--- config.mk ---
export PLATFORM = sky130hd
export DESIGN_NAME = rr_burst_mux_flat
export DESIGN_NICKNAME = d
export VERILOG_FILES = /design/src/rtl/rr_burst_mux_pkg.sv /design/src/rtl/rr_burst_mux_if.sv /design/src/rtl/rr_burst_mux_rr_arbiter.sv /design/src/rtl/rr_burst_mux.sv /design/src/flat_wrapper.sv
export SDC_FILE = /design/constraint.sdc
export NUM_CORES = 1
export LEC_CHECK = 0
export ABC_CLOCK_PERIOD_IN_PS = 1800
export BUFFER_PORTS_ARGS = -buffer_cell sky130_fd_sc_hd__buf_2
export CAP_MARGIN = 40
export CELL_PAD_IN_SITES_DETAIL_PLACEMENT = 0
export CELL_PAD_IN_SITES_GLOBAL_PLACEMENT = 1
export CORE_ASPECT_RATIO = 1.5
export CORE_UTILIZATION = 29
export DETAILED_ROUTE_END_ITERATION = 8
export PLACE_DENSITY = 0.79
export SLEW_MARGIN = 20
export SYNTH_ARGS = -nofsm -noshare
export SYNTH_HDL_FRONTEND = slang
export SYNTH_SLANG_ARGS = --single-unit
--- constraint.sdc ---
create_clock -name clock -period 1.8 [get_ports clock]
set_clock_uncertainty 0.1 [all_clocks]
set_input_delay 0.27 -clock clock [delete_from_list [all_inputs] [get_ports clock]]
set_output_delay 0.27 -clock clock [all_outputs]
set_load 0.02 [all_outputs]
--- src/rtl/rr_burst_mux_pkg.sv ---
// mux_pkg: shared types and helpers for rr_burst_mux and its arbiter.
//   state_t     - arbitration state (ARB: free arbitration, BURST: grant locked)
//   clog2_min1  - index width for n channels, never narrower than 1 bit
//   PIX_DATA_W  - default payload width for packed pixel plot beats
package mux_pkg;

    typedef enum logic {
        ARB   = 1'b0,
        BURST = 1'b1
    } state_t;

    function automatic int clog2_min1(input int n);
        return (n <= 2) ? 1 : $clog2(n);
    endfunction

    // Packed pixel beat: 3-bit x cell, 3-bit y cell, 2-bit colour code.
    localparam int PIX_X_W      = 3;
    localparam int PIX_Y_W      = 3;
    localparam int PIX_COLOUR_W = 2;
    localparam int PIX_DATA_W   = PIX_X_W + PIX_Y_W + PIX_COLOUR_W;

endpackage

--- src/rtl/rr_burst_mux_if.sv ---
// rr_burst_mux_if: handshake bundle between the draw sources and the plot port.
//   in_data/in_valid/in_last  sources -> mux (channel i at [i*DATA_W +: DATA_W])
//   in_ready                  mux -> sources, one-hot accept
//   out_data/out_src/out_last/out_valid  mux -> plot port
//   out_ready                 plot port -> mux
// Modports: master = source/sink side (bench), slave = the mux.
interface rr_burst_mux_if import mux_pkg::*; #(
    parameter int NUM_CH = 3,
    parameter int DATA_W = PIX_DATA_W,
    parameter int SEL_W  = clog2_min1(NUM_CH)
);
    logic [NUM_CH*DATA_W-1:0] in_data;
    logic [NUM_CH-1:0]        in_valid;
    logic [NUM_CH-1:0]        in_last;
    logic [NUM_CH-1:0]        in_ready;
    logic [DATA_W-1:0]        out_data;
    logic [SEL_W-1:0]         out_src;
    logic                     out_last;
    logic                     out_valid;
    logic                     out_ready;

    modport master (
        output in_data, in_valid, in_last, out_ready,
        input  in_ready, out_data, out_src, out_last, out_valid
    );

    modport slave (
        input  in_data, in_valid, in_last, out_ready,
        output in_ready, out_data, out_src, out_last, out_valid
    );
endinterface

--- src/rtl/rr_burst_mux_rr_arbiter.sv ---
// rr_arbiter: combinational round-robin picker.
//   req_i     - request vector
//   rr_ptr_i  - last served channel; search starts at rr_ptr_i+1 and wraps
//   grant_o   - one-hot grant (all zero when no request)
//   idx_o     - index of the granted channel (0 when no request)
// Holding rr_ptr_i at NUM_CH-1 turns it into a lowest-index-wins priority encoder.
module rr_arbiter import mux_pkg::*; #(
    parameter  int NUM_CH = 3,
    localparam int SEL_W  = clog2_min1(NUM_CH)
) (
    input  logic [NUM_CH-1:0] req_i,
    input  logic [SEL_W-1:0]  rr_ptr_i,
    output logic [NUM_CH-1:0] grant_o,
    output logic [SEL_W-1:0]  idx_o
);

    always_comb begin
        logic [SEL_W-1:0] ch;
        logic             found;
        grant_o = '0;
        idx_o   = '0;
        found   = 1'b0;
        ch      = rr_ptr_i;
        for (int k = 0; k < NUM_CH; k++) begin
            // Explicit wrap so non-power-of-two channel counts work.
            ch = (ch == SEL_W'(NUM_CH - 1)) ? '0 : ch + SEL_W'(1);
            if (!found && req_i[ch]) begin
                found       = 1'b1;
                grant_o[ch] = 1'b1;
                idx_o       = ch;
            end
        end
    end

endmodule

--- src/rtl/rr_burst_mux.sv ---
// rr_burst_mux: N-channel registered mux with round-robin arbitration and
// burst locking (a source keeps the grant from its first beat to in_last).
//   clock  - system clock
//   reset  - synchronous, active-high
//   bus    - rr_burst_mux_if.slave: inputs in_data/in_valid/in_last/out_ready,
//            outputs in_ready (combinational), out_data/out_src/out_last/out_valid
// Build option RR_BURST_MUX_FIXED_PRI_EN: free arbitration becomes fixed
// priority (lowest index wins) and the round-robin pointer is not built.
//
// state | meaning
// ARB   | no lock; grant picked by the arbiter each cycle
// BURST | lock_q owns the output until it sends a beat with in_last
module rr_burst_mux import mux_pkg::*; #(
    parameter int NUM_CH = 3,
    parameter int DATA_W = PIX_DATA_W,
    parameter int SEL_W  = clog2_min1(NUM_CH)
) (
    input logic           clock,
    input logic           reset,
    rr_burst_mux_if.slave bus
);

    state_t            state_q, state_d;
    logic [SEL_W-1:0]  lock_q, lock_d;
    logic [DATA_W-1:0] out_data_q, out_data_d;
    logic [SEL_W-1:0]  out_src_q, out_src_d;
    logic              out_last_q, out_last_d;
    logic              out_valid_q, out_valid_d;

    logic [NUM_CH-1:0] arb_grant;
    logic [SEL_W-1:0]  arb_idx;
    logic [SEL_W-1:0]  arb_ptr;
    logic [SEL_W-1:0]  g;
    logic              g_valid;
    logic [DATA_W-1:0] g_data;
    logic              g_last;
    logic              accept;
    logic              take;

`ifdef RR_BURST_MUX_FIXED_PRI_EN
    assign arb_ptr = SEL_W'(NUM_CH - 1);
`else
    logic [SEL_W-1:0] rr_ptr_q, rr_ptr_d;
    assign arb_ptr = rr_ptr_q;
`endif

    rr_arbiter #(.NUM_CH(NUM_CH)) u_arb (
        .req_i    (bus.in_valid),
        .rr_ptr_i (arb_ptr),
        .grant_o  (arb_grant),
        .idx_o    (arb_idx)
    );

    // Grant selection and input-side handshake.
    always_comb begin
        accept = !out_valid_q || bus.out_ready;
        if (state_q == BURST) begin
            g       = lock_q;
            g_valid = bus.in_valid[lock_q];
        end else begin
            g       = arb_idx;
            g_valid = |arb_grant;
        end
        take   = accept && g_valid;
        g_data = '0;
        g_last = 1'b0;
        for (int i = 0; i < NUM_CH; i++) begin
            if (g == SEL_W'(i)) begin
                g_data = bus.in_data[i*DATA_W +: DATA_W];
                g_last = bus.in_last[i];
            end
        end
        bus.in_ready = '0;
        if (take) begin
            bus.in_ready[g] = 1'b1;
        end
    end

    always_comb begin
        state_d     = state_q;
        lock_d      = lock_q;
        out_data_d  = out_data_q;
        out_src_d   = out_src_q;
        out_last_d  = out_last_q;
        out_valid_d = out_valid_q;
`ifndef RR_BURST_MUX_FIXED_PRI_EN
        rr_ptr_d    = rr_ptr_q;
`endif

        if (take) begin
            out_data_d  = g_data;
            out_src_d   = g;
            out_last_d  = g_last;
            out_valid_d = 1'b1;
        end else if (bus.out_ready) begin
            out_valid_d = 1'b0;
        end

        case (state_q)
            ARB: begin
                if (take && !g_last) begin
                    lock_d  = g;
                    state_d = BURST;
                end
`ifndef RR_BURST_MUX_FIXED_PRI_EN
                if (take && g_last) begin
                    rr_ptr_d = g;
                end
`endif
            end
            BURST: begin
                if (take && g_last) begin
                    state_d = ARB;
`ifndef RR_BURST_MUX_FIXED_PRI_EN
                    rr_ptr_d = lock_q;
`endif
                end
            end
            default: state_d = ARB;
        endcase
    end

    always_ff @(posedge clock) begin
        if (reset) begin
            state_q     <= ARB;
            lock_q      <= '0;
            out_data_q  <= '0;
            out_src_q   <= '0;
            out_last_q  <= 1'b0;
            out_valid_q <= 1'b0;
`ifndef RR_BURST_MUX_FIXED_PRI_EN
            // Channel 0 gets first priority out of reset.
            rr_ptr_q    <= SEL_W'(NUM_CH - 1);
`endif
        end else begin
            state_q     <= state_d;
            lock_q      <= lock_d;
            out_data_q  <= out_data_d;
            out_src_q   <= out_src_d;
            out_last_q  <= out_last_d;
            out_valid_q <= out_valid_d;
`ifndef RR_BURST_MUX_FIXED_PRI_EN
            rr_ptr_q    <= rr_ptr_d;
`endif
        end
    end

    assign bus.out_data  = out_data_q;
    assign bus.out_src   = out_src_q;
    assign bus.out_last  = out_last_q;
    assign bus.out_valid = out_valid_q;

endmodule

--- src/flat_wrapper.sv ---
// flat-port wrapper written by rule: the top's interface ports become plain ports
module rr_burst_mux_flat import mux_pkg::*;
#(
    parameter int NUM_CH = 3,
    parameter int DATA_W = PIX_DATA_W,
    parameter int SEL_W  = clog2_min1(NUM_CH)
)
  (clock, reset, bus_in_data, bus_in_valid, bus_in_last, bus_out_ready, bus_in_ready, bus_out_data, bus_out_src, bus_out_last, bus_out_valid);
  rr_burst_mux_if #(.NUM_CH(NUM_CH), .DATA_W(DATA_W), .SEL_W(SEL_W)) bus_i ();
  input logic clock;
  input logic reset;
  input wire logic [$bits(bus_i.in_data)-1:0] bus_in_data;
  input wire logic [$bits(bus_i.in_valid)-1:0] bus_in_valid;
  input wire logic [$bits(bus_i.in_last)-1:0] bus_in_last;
  input wire logic [$bits(bus_i.out_ready)-1:0] bus_out_ready;
  output wire logic [$bits(bus_i.in_ready)-1:0] bus_in_ready;
  output wire logic [$bits(bus_i.out_data)-1:0] bus_out_data;
  output wire logic [$bits(bus_i.out_src)-1:0] bus_out_src;
  output wire logic [$bits(bus_i.out_last)-1:0] bus_out_last;
  output wire logic [$bits(bus_i.out_valid)-1:0] bus_out_valid;
  assign bus_i.in_data = bus_in_data;
  assign bus_i.in_valid = bus_in_valid;
  assign bus_i.in_last = bus_in_last;
  assign bus_i.out_ready = bus_out_ready;
  assign bus_in_ready = bus_i.in_ready;
  assign bus_out_data = bus_i.out_data;
  assign bus_out_src = bus_i.out_src;
  assign bus_out_last = bus_i.out_last;
  assign bus_out_valid = bus_i.out_valid;
  rr_burst_mux #(.NUM_CH(NUM_CH), .DATA_W(DATA_W), .SEL_W(SEL_W)) u_core (.clock(clock), .reset(reset), .bus(bus_i));
endmodule
==> impl_metrics.tcl, run 1 <==
set metrics [dict create \
    outcome "complete, but fails checks" \
    violations "setup timing" \
    crit_arrival_ps 1530 \
    reg2reg_slack_ps -90 \
    grt_pass1_vias 1270 \
    yosys-mux-area-fraction 0.112 \
    grt.total_usage 0.199 \
    power.share.combinational 0.478 \
    ys_types 43 \
    path_clk_slew_ps 70 \
    io_buffers 47 \
    crit_path_top_delay_cell "dfxtp_4" \
    yosys_most_used_dff "dfxtp_1" \
    drv_cap 0 \
    synth-seq-area-share 0.333 \
    pwr-share-seq 0.322 \
    io_pins 48 \
    switching_share 0.360 \
    post-route-period-util 1.05 \
    finalHoldViolations 0 \
    place_area_um2 1470 \
    synth_top_family_by_area "simple AND/OR/NAND/NOR gates" \
    areaGrowthSynthToFinish_pct 76.4 \
    p_int_uw 932 \
    die_x_um 50.5 \
    fmax_mhz 527 \
    rsz0062_at_grt "true" \
    clock_path_buffers 2 \
    critPathMaxFanout 4 \
    cts_made_buffers 3 \
    ir_worst_vdd_v 0.000505 \
    start_util 0.303 \
    cts_root_buf "clkbuf_8" \
    path_cells "mux2i_2, o211ai_2, buf_4, and2_4, and3_4, buf_6" \
    p_per_area_nw_per_um2 806 \
    yosys.area_share.simple 0.257 \
    synth_compound_area_frac 0.251 \
    grt_max_degree 20 \
    detail-route-antenna-nets 0 \
    crit_path_max_incr_delay_ps 370 \
    drt-vias-per-instance 5.02 \
    setup_viol 9 \
    routed-via-count 1211 \
    core_um2 3380 \
    relSlewSlack 0.731 \
    syn_area_um2 1020 \
    worst_slack_ps -97.8 \
    drive_gt1_frac 0.688 \
    clkSinkCount 17 \
    finalPower_uw 1460 \
    async_flop_share 0 \
    cts_tree "built" \
    stdcell_area_um2 1810 \
    hold_buffers 0 \
    dr.first_iter.drc_count 23 \
    yosys_register_bits 17 \
    synthAdderAreaFrac 0 \
    power_switching_uw 524 \
    htreeDepth 1 \
    slew_violations 0 \
    p_leak_uw 0.000825 \
    synth_xor_area_frac 0 \
    clock_latency_ps 260 \
    cp.required_ps 1430 \
    dpl.hpwl_um 2330 \
    fin_util 0.534 \
    gp_congestion 0.821 \
    yosys_warnings 0 \
    wl_per_cell_um 14.1 \
    pwr-share-clk 0.201 \
    critPathCaptureType "output port" \
    tightest_slew_ps 404 \
    rows 26 \
    antenna_found_initial 0 \
    dieArea_um2 3780 \
    path_buf_inv 2 \
    syn-instance-count 118 \
    finalCriticalPeriod_ps 1900 \
    critPathTopFamily "flip-flops" \
    criticalPathCategory "flip-flop to output port" \
    wl_um 3410 \
    overflow 0 \
    n_antenna_cell 0 \
    synth.avg_cell_area_um2 8.67 \
    die_y_um 74.8 \
    drc 0 \
    hold_path.class "input port to flip-flop" \
    final_nets 233 \
    drt-pass1-iter-count 4 \
    grt_pass1_wl_um 5670 \
    synth_edf_count 0 \
    startpoint_type "flip-flop" \
    synth_fp_nets 151 \
    fin_hold_ws_ps 192 \
]
==> layout make-up <==
class	instances	area, um2
clock buffer	3	41.3
clock inverter	1	5.00
fill	336	1580
inverter	1	3.75
multi-input combinational	92	796
sequential	17	353
tap	42	52.6
timing repair buffer	85	554
==> layer usage <==
metal | vias to the layer above | wire length [um] | global-route usage
li1 | 602 | - | -
met1 | 565 | 1410 | 0.219
met4 | 0 | 51 | 0.0741
met2 | 39 | 1800 | 0.385
met3 | 5 | 144 | 0.0222
met5 | - | 0 | 0
==> power by group through the flow <==
stage | registers, uW | clock network [uW] | logic [uW]
2_1_floorplan | 518 | 0 | 262
3_3_place_gp | 470 | 0 | 519
3_5_place_dp | 471 | 0 | 530
4_1_cts | 467 | 297 | 652
5_1_grt | 477 | 315 | 745
6_report | 468 | 292 | 695
==> repair_timing <==
item                       in CTS  in global routing
setup endpoints to repair      15                 17
pin swaps                      14                  7
setup buffers                  11                  2
resized for setup              34                 10
==> registers in the layout (all words and copies together) (netlist names) <==
signal and count:
u_core.bus.out_data 8, u_core.arb_ptr 2, u_core.bus.out_src 2, u_core.lock_q 2, u_core.bus.out_last 1, u_core.bus.out_valid 1, u_core.state_q 1
==> worst reg2reg max path: stages (launching register included) <==
cell and delay (ps):
dfxtp_4 360, buf_4 140, a21o_2 210, nand2_4 110
nor2_1 40, or4_1 510, a221o_1 300
==> through the flow <==
stage          worst slack, ps  cells  TNS, ps
3_3_place_gp             -92.0    224     -665
4_1_cts                  -99.3    239     -471
6_report                 -97.8    241     -369
3_5_place_dp              -154    224    -1250
5_1_grt                   -159    241    -1510
2_1_floorplan            -17.9    118    -17.9
==> cells in the mapped netlist (all sizes together) (2+ instances only) <==
library cell | n | share of area
a211oi | 2 | 0.015
a21oi | 7 | 0.042
a221oi | 8 | 0.068
and3 | 2 | 0.013
buf | 3 | 0.026
clkbuf | 5 | 0.018
dfxtp | 17 | 0.33
mux2 | 9 | 0.10
nand2 | 10 | 0.049
nor2 | 16 | 0.059
nor2b | 4 | 0.027
nor3 | 12 | 0.059
o221ai | 2 | 0.023
==> placed cells by master, fill, tap and decap left out, types with 2 or more instances in the layout <==
cell type	netlist	routed
buf_2	0	44
buf_4	2	34
nor2_1	16	14
dfxtp_1	17	13
nor3_1	12	11
a221oi_2	0	7
buf_6	1	7
nand2_2	2	5
mux2_2	6	5
nand2_1	7	4
a21oi_1	5	4
mux2_4	1	4
nor2b_1	3	3
a21oi_2	2	3
clkbuf_8	0	3
dfxtp_4	0	3
o221ai_4	0	2
nor2_4	0	2
==> final timing paths <==
check,from,to,cells past startpoint
setup reg to reg,u_core.lock_q[1],u_core.arb_ptr[1],6
hold reg to reg,u_core.bus.out_src[1],u_core.bus.out_src[1],2
hold / removal,bus_in_last[2],u_core.arb_ptr[1],2
setup / recovery,u_core.lock_q[1],bus_in_ready[0],6
==> cells by family (layout without fill, tap and decap cells) <==
logic type	Yosys count	count (layout)
buf+inv	9	90
compound gates	31	31
mux	10	10
flops	17	17
simple gates	51	51
(Power assumes the default switching activity.)
==> run 2: changes to the inputs <==
==> constraint.sdc (replaced) <==
create_clock -name clock -period 1.8 [get_ports clock]
set_clock_uncertainty 0.1 [all_clocks]
set_input_delay 0.36 -clock clock [delete_from_list [all_inputs] [get_ports clock]]
set_output_delay 0.36 -clock clock [all_outputs]
set_load 0.02 [all_outputs]
==> run 2 against run 1 <==
Compared with the run above:
- the run still ends with setup timing left
- setup slack worse by 58 ps
- clock-buffer cell count up 1
- non-clock buffer count unchanged
- final area up 2.8%
- core utilization up 1.5 points
- fmax down 2.9%
- via count up 2.5%
- sequential power about the same
- largest power group unchanged
==> impl_metrics.tcl, run 2 (same netlist as run 1, synthesis figures left out) <==
set metrics [dict create \
    outcome "complete, but fails checks" \
    violations "setup timing" \
    rr_worst_depth 7 \
    tightest_slew_ps 355 \
    final_common_cell "buf_2" \
    mostFrequentLayoutCells "buf_2 (45), buf_4 (28), nor2_1 (14), dfxtp_1 (13), nor3_1 (11)" \
    drt-pass1-iter-count 4 \
    worstHoldStart "bus_in_last[2]" \
    setup.worst_path.start "u_core.lock_q[1]" \
    core_um2 3380 \
    p_leak_uw 0.000841 \
    dp.cells 222 \
    cts_tree "built" \
    post-route-period-util 1.09 \
    gp_congestion 0.825 \
    hold_path.class "input port to flip-flop" \
    setup_viol 15 \
    dieArea_um2 3780 \
    n_antenna_cell 0 \
    die_y_um 74.8 \
    drive_gt1_frac 0.688 \
    slew_violations 0 \
    wl_um 3510 \
    finalHoldViolations 0 \
    rr_startpoint "u_core.arb_ptr[0]" \
    drv_cap 0 \
    place_area_um2 1470 \
    finalCriticalPeriod_ps 1960 \
    grt_pass1_wl_um 5670 \
    io_buffers 47 \
    cts_made_buffers 3 \
    relSlewSlack 0.764 \
    fin_hold_ws_ps 280 \
    stdcell_area_um2 1860 \
    fmax_mhz 511 \
    grt_pass1_vias 1240 \
    startpoint_type "flip-flop" \
    crit_arrival_ps 1500 \
    largest_reg_flops 8 \
    rows 26 \
    whs_endpoint "u_core.arb_ptr[1]" \
    die_x_um 50.5 \
    htreeDepth 1 \
    dr.first_iter.drc_count 22 \
    cts_root_buf "clkbuf_8" \
    dpl.hpwl_um 2360 \
    reg2reg_slack_ps -140 \
    routed-via-count 1241 \
    drt-vias-per-instance 5.15 \
    fin_util 0.549 \
    clock_latency_ps 250 \
    clkSinkCount 17 \
    areaGrowthSynthToFinish_pct 81.4 \
    wl_per_cell_um 14.6 \
    detail-route-antenna-nets 0 \
    cp.required_ps 1340 \
    clock_path_buffers 2 \
    grt_max_degree 20 \
    p_per_area_nw_per_um2 798 \
    io_pins 48 \
    hold_buffers 0 \
    critPathMaxFanout 4 \
    worst_slack_ps -155 \
    criticalPathCategory "flip-flop to output port" \
    grt.total_usage 0.197 \
    start_util 0.303 \
    drc 0 \
    instances_no_fill 241 \
    hold_depth 2 \
    path_clk_slew_ps 70 \
    rsz0062_at_grt "true" \
    ir_worst_vdd_v 0.000603 \
    antenna_found_initial 0 \
    critPathCaptureType "output port" \
    overflow 0 \
    final_nets 233 \
    r2r_end "u_core.lock_q[0]" \
]
run 2: critical path, stage by stage (launching register included):
cell	delay (ps)
dfxtp_4	360
mux2i_2	150
o211ai_2	160
buf_4	150
nand2_4	60
buf_6	140
nor2_4	110
buf_6	120
run 2: metal layers:
layer / share of wire / wire length (um) / global-route usage / up-vias
met5: 0 / 0 / 0 / -
met4: 0.015 / 54 / 0.0802 / 0
met1: 0.40 / 1400 / 0.225 / 588
met2: 0.53 / 1880 / 0.364 / 44
li1: - / - / - / 605
met3: 0.050 / 176 / 0.0283 / 4
run 2: final cells by class:
| type | instances | area, um2 |
|---|---|---|
| fillers | 322 | 1530 |
| multi-input cells | 92 | 815 |
| repair buffers | 85 | 588 |
| flip-flops and latches | 17 | 353 |
| well taps | 42 | 52.6 |
| clock buffers | 4 | 45.0 |
| inverters | 1 | 3.75 |
run 2: how the worst max path moves through the flow:
stage                                        end  cells after the start  slack [ps]
after floorplan                u_core.arb_ptr[1]                      6         -40
after global placement    u_core.bus.out_data[3]                      8        -190
after detailed placement  u_core.bus.out_data[3]                      8        -230
after CTS                        bus_in_ready[0]                      6        -130
after global routing            u_core.lock_q[1]                      8        -230
final                            bus_in_ready[2]                      7        -160
run 2: report_power, final:
| group | switching (uW) | leakage (uW) | total, uW | internal [uW] |
|---|---|---|---|---|
| logic | 360 | 0.000676 | 729 | 369 |
| clock network | 127 | 0.0000228 | 284 | 157 |
| registers | 40.7 | 0.000143 | 469 | 429 |
run 2: timing repair:
action | 4_1_cts | 5_1_grt
setup buffers | 12 | 2
cloned | 0 | 1
pin swaps | 14 | 6
setup endpoints to repair | 16 | 17
resized for setup | 37 | 13
run 2: stage by stage:
step	setup TNS (ps)	worst slack, ps	power (uW)
2_1_floorplan	-35.8	-35.8	784
3_3_place_gp	-2240	-190	994
3_5_place_dp	-2750	-229	1010
4_1_cts	-1030	-130	1430
5_1_grt	-2510	-228	1560
6_report	-1350	-155	1480
